==> config.mk <==
export PLATFORM = sky130hd
export DESIGN_NAME = shift_seq
export DESIGN_NICKNAME = d
export VERILOG_FILES = /design/src/rtl/shift_seq.sv
export SDC_FILE = /design/constraint.sdc
export NUM_CORES = 1
export LEC_CHECK = 0
export ABC_AREA = 0
export CORE_MARGIN = 3
export CORE_UTILIZATION = 60
export DETAILED_ROUTE_END_ITERATION = 10
export DONT_BUFFER_PORTS = 1
export PLACE_DENSITY = 0.76
export SKIP_CTS_REPAIR_TIMING = 1
export SYNTH_ARGS = -nofsm -noshare
export SYNTH_HDL_FRONTEND = slang
export SYNTH_SLANG_ARGS = --single-unit
export TNS_END_PERCENT = 5
==> constraint.sdc <==
create_clock -name clock_i -period 3.9 [get_ports clock_i]
set_input_delay 0.78 -clock clock_i [delete_from_list [all_inputs] [get_ports clock_i]]
set_output_delay 0.78 -clock clock_i [all_outputs]
set_load 0.01 [all_outputs]
==> src/rtl/shift_seq.sv <==
// -----------------------------------------------------------------------------
// shift_seq -- multicycle 32-bit shift unit for the execute stage.
//
// A request (operand, 5-bit amount, opcode) is latched on ctrl_start_i and then
// resolved one barrel-shifter stage per clock, largest stage first
// (16, 8, 4, 2, 1). A stage is applied only when the matching bit of the
// latched shift amount is set. The final value is flagged by a one-cycle
// ready pulse, so the pipeline can stall on this unit the same way it stalls
// on the mult/div unit.
//
// Optional feature macro: SHIFT_SEQ_ROTATE_EN
//   defined   : ctrl_op_i = 2'b11 performs rotate-right.
//   undefined : ctrl_op_i = 2'b11 behaves exactly like srl, and no rotate
//               wrap logic is built. Latency and handshake are the same.
//
// Ports:
//   clock_i          in   1  sole clock, rising edge
//   reset_i          in   1  asynchronous, active-high reset
//   ctrl_start_i     in   1  request strobe, honoured only in IDLE or DONE
//   ctrl_op_i        in   2  00 sll, 01 sra, 10 srl, 11 ror (or srl)
//   data_operand_i   in  32  value to shift, sampled with ctrl_start_i
//   data_shamt_i     in   5  shift amount 0..31, sampled with ctrl_start_i
//   data_result_o    out 32  working/result register
//   data_resultRDY_o out  1  high for exactly one cycle when result is final
//   busy_o           out  1  high while the shift stages are running
//
// Timing: accept at edge E0, stages at E1..E5 (k = 4..0), ready high between
// E5 and E6. A start seen during the ready cycle begins the next request
// without an idle gap (one request per 6 cycles).
// -----------------------------------------------------------------------------
module shift_seq (
    input  logic        clock_i,
    input  logic        reset_i,
    input  logic        ctrl_start_i,
    input  logic [1:0]  ctrl_op_i,
    input  logic [31:0] data_operand_i,
    input  logic [4:0]  data_shamt_i,
    output logic [31:0] data_result_o,
    output logic        data_resultRDY_o,
    output logic        busy_o
);

    typedef enum logic [1:0] {
        ST_IDLE  = 2'd0,
        ST_SHIFT = 2'd1,
        ST_DONE  = 2'd2
    } state_t;

    localparam logic [1:0] OP_SLL = 2'b00;
    localparam logic [1:0] OP_SRA = 2'b01;
    localparam logic [1:0] OP_SRL = 2'b10;

    state_t      state_q;
    logic [2:0]  k_q;          // current stage index, 4 down to 0
    logic [1:0]  op_q;
    logic [4:0]  shamt_q;
    logic [31:0] result_q;
    logic        rdy_q;
    logic        busy_q;

    // Shifted candidate for each stage size 2^gi, computed from the working
    // register; the sequencer picks the one selected by k_q.
    logic [31:0] stage_d [5];

    genvar gi;
    generate
        for (gi = 0; gi < 5; gi++) begin : g_stage
            localparam int N = 1 << gi;

            logic [31:0] sll_v;
            logic [31:0] srl_v;
            logic [31:0] sra_v;
            logic [31:0] sel_v;

            assign sll_v = {result_q[31-N:0], {N{1'b0}}};
            assign srl_v = {{N{1'b0}}, result_q[31:N]};
            // Bit 31 is never altered by earlier sra stages, so it is still
            // the original sign bit here.
            assign sra_v = {{N{result_q[31]}}, result_q[31:N]};

`ifdef SHIFT_SEQ_ROTATE_EN
            logic [31:0] ror_v;
            assign ror_v = {result_q[N-1:0], result_q[31:N]};
`endif

            always_comb begin
                sel_v = srl_v;
                case (op_q)
                    OP_SLL:  sel_v = sll_v;
                    OP_SRA:  sel_v = sra_v;
                    OP_SRL:  sel_v = srl_v;
                    default: begin
`ifdef SHIFT_SEQ_ROTATE_EN
                        sel_v = ror_v;
`else
                        sel_v = srl_v;
`endif
                    end
                endcase
            end

            assign stage_d[gi] = sel_v;
        end
    endgenerate

    // Single sequential block: state, latched request and registered outputs.
    always_ff @(posedge clock_i or posedge reset_i) begin
        if (reset_i) begin
            state_q  <= ST_IDLE;
            k_q      <= 3'd4;
            op_q     <= 2'b00;
            shamt_q  <= 5'd0;
            result_q <= 32'h0000_0000;
            rdy_q    <= 1'b0;
            busy_q   <= 1'b0;
        end else begin
            case (state_q)
                ST_IDLE, ST_DONE: begin
                    rdy_q <= 1'b0;
                    if (ctrl_start_i) begin
                        op_q     <= ctrl_op_i;
                        shamt_q  <= data_shamt_i;
                        result_q <= data_operand_i;
                        k_q      <= 3'd4;
                        busy_q   <= 1'b1;
                        state_q  <= ST_SHIFT;
                    end else begin
                        busy_q  <= 1'b0;
                        state_q <= ST_IDLE;
                    end
                end

                ST_SHIFT: begin
                    if (shamt_q[k_q]) begin
                        result_q <= stage_d[k_q];
                    end
                    if (k_q == 3'd0) begin
                        busy_q  <= 1'b0;
                        rdy_q   <= 1'b1;
                        state_q <= ST_DONE;
                    end else begin
                        k_q <= k_q - 3'd1;
                    end
                end

                default: begin
                    rdy_q   <= 1'b0;
                    busy_q  <= 1'b0;
                    state_q <= ST_IDLE;
                end
            endcase
        end
    end

    assign data_result_o    = result_q;
    assign data_resultRDY_o = rdy_q;
    assign busy_o           = busy_q;

endmodule

==> impl_metrics.ini <==
[grt]
grt_util_all_layers_pct = 41.7
antenna_found_initial = 0
grt_pass1_vias = 4273
grt_max_degree = 45
grt_pass1_wl_um = 24500
grt-ovfl-total = 0

[yosys]
synthArstFlopShare_pct = 100
synth-seq-area-share_pct = 27.1
yosys.area.top_type = dfrtp_1
synthCells = 544
syn_nets = 588
synth_cell_types = 63
synth_edf_count = 0
ys_top_cells_by_area = dfrtp_1, a21oi_1, nand2_1, o21ai_0, mux4_2
synth_top_cell_area_share_pct = 26.4
syn_area_mm2 = 0.00407
yosys_most_used_dff = dfrtp_1
ys_warn_count = 0
synth.avg_cell_area_um2 = 7.49
ys_ff_latch = 44

[routing]
wl_per_cell_um = 27.2
drt_iter0_drc = 874
drc = 0
antenna_left = 0
drt-total-wl_um = 16000
drt_pass1_iterations = 6
viasPerCell = 7.94
vias = 4670

[placement]
placedCellCount = 580
io_buffers = 0
placed_cell_area_mm2 = 0.00399
post-place-ws_ns = 1.34
gp_congestion = 1.07
hpwl_um = 10800

[worst_setup_path]
rr_worst_depth = 7
crit_path_end_kind = flip-flop
reg2reg_from = k_q[1]$_DFFE_PP0P_
path_class = flip-flop to flip-flop
path_max_fanout = 16
arrival_ns = 3.00
reg2reg_to = data_result_o[14]$_DFFE_PP0P_
rrSetupSlack_ns = 1.15
cp.required_ns = 4.15
crit_path_start_kind = flip-flop

[floorplan]
ioPinCount = 76
die-area_mm2 = 0.00781
die_w_um = 88.4
start_util_pct = 63.1
rows = 29
die_y_um = 88.4
core_mm2 = 0.00646

[timing]
hold_slack_ns = 0.523
report.final.slew_viol_count = 0
hold_violations = 0
slew_headroom_pct = 33.0
tightest_slew_ns = 1.00
fmax_mhz = 363
finalSetupViolations = 0
skew_ns = 0.00837
timing.final.crit_share_pct = 70.6
fin_ws_ns = 1.15
rsz0062_at_grt = false
tns_ns = 0
finalCriticalPeriod_ns = 2.75

[layout]
drive_gt1_share_pct = 10.4
nNetsFinal = 554
layout_common_cells = a21oi_1, nand2_1, dfrtp_1
final_util_pct = 63.7
final_cell_count_no_fill = 588
final_cell_area_mm2 = 0.00411
final_common_cell = a21oi_1
antenna_cells = 0
fillers = 574
area_delta_synth_final_pct = 0.952

[clock_network]
clkTransAtPathRegs_ns = 0.10
cts_sinks = 44
worstSkewPairLatency_ns = 0.32
htreeDepth = 2
numCtsBuffers = 5
cts_root_buffer = clkbuf_8
cts_max_path_buffers = 2
cts_tree = done

[pwr]
powerDensity_mw_per_mm2 = 1160
vdd_drop_max_mv = 0.536
p_total_mw = 4.76
p_leak_nw = 1.53

[status]
status = completed

[min_path]
min_path_cells = 1
whs_endpoint = shamt_q[2]$_DFFE_PP0P_
hp-class = flip-flop to flip-flop
hold_path.startpoint = shamt_q[2]$_DFFE_PP0P_

[run]
cap_violations = 0
## metal layers
layer / part of all wire (%) / wire length, um / track usage, %
met1: 36 / 5760 / 56.7
met2: 42 / 6800 / 60.1
met3: 16 / 2560 / 14.1
met4: 5.5 / 880 / 18.8
met5: 0 / 0 / 0
## power by group
group,total [mW],switching (mW),internal (mW)
logic,2.99,1.92,1.08
clock network,0.394,0.184,0.210
registers,1.37,0.685,0.690
## sequential cells by signal, indices dropped and copies added, names as in the netlist
name              flops
busy_o                1
data_resultRDY_o      1
op_q                  2
data_result_o        32
shamt_q               5
k_q                   3
## cells by family after synthesis
family | share of synthesized area (%)
AO/OA/AOI/OAI | 33.9
AND/OR/NAND/NOR | 21.4
multiplexers | 9.55
buffers and inverters | 7.49
flip-flops | 27.1
adder cells (fa/ha/maj) | 0.614
## how the worst max path moves through the flow
| stage | startpoint | endpoint | cells past startpoint |
|---|---|---|---|
| 3_5_place_dp | k_q[1]$_DFFE_PP0P_ | data_result_o[14]$_DFFE_PP0P_ | 7 |
| 5_1_grt | k_q[1]$_DFFE_PP0P_ | data_result_o[9]$_DFFE_PP0P_ | 7 |
| 2_1_floorplan | ctrl_start_i | data_result_o[16]$_DFFE_PP0P_ | 6 |
| 4_1_cts | k_q[1]$_DFFE_PP0P_ | data_result_o[14]$_DFFE_PP0P_ | 7 |
| 3_3_place_gp | k_q[1]$_DFFE_PP0P_ | data_result_o[14]$_DFFE_PP0P_ | 7 |
| 6_report | k_q[1]$_DFFE_PP0P_ | data_result_o[14]$_DFFE_PP0P_ | 7 |
## cell usage after synthesis, types with 7 or more instances
library cell	number
a211oi_1	10
a21oi_1	104
a31oi_1	12
buf_2	20
clkbuf_1	23
dfrtp_1	43
mux2_2	9
mux2i_1	13
mux4_2	7
nand2_1	88
nand3_1	10
nor2_1	18
nor2b_1	13
nor4_1	13
o21ai_0	36
o21ai_1	7
o22ai_1	10
or3_1	10
## cell type report
type                            count  area [um^2]  share of cell area, %
Multi-Input combinational cell    439         2670                   64.9
Sequential cell                    44         1100                   26.8
Timing Repair Buffer               13         97.6                   2.37
Tap cell                           77         96.3                   2.34
Clock buffer                        6         82.6                   2.01
Clock inverter                      2         38.8                  0.943
Inverter                            7         26.3                  0.639
## critical path: stages, from the launching register on
cell and delay (ns):
dfrtp_1 0.58, buf_4 0.30, nor2_1 0.57, nand2_1 0.46
buf_4 0.33, a21oi_1 0.14, nor4_1 0.10, a31oi_1 0.20
(Power assumes the default switching activity.)
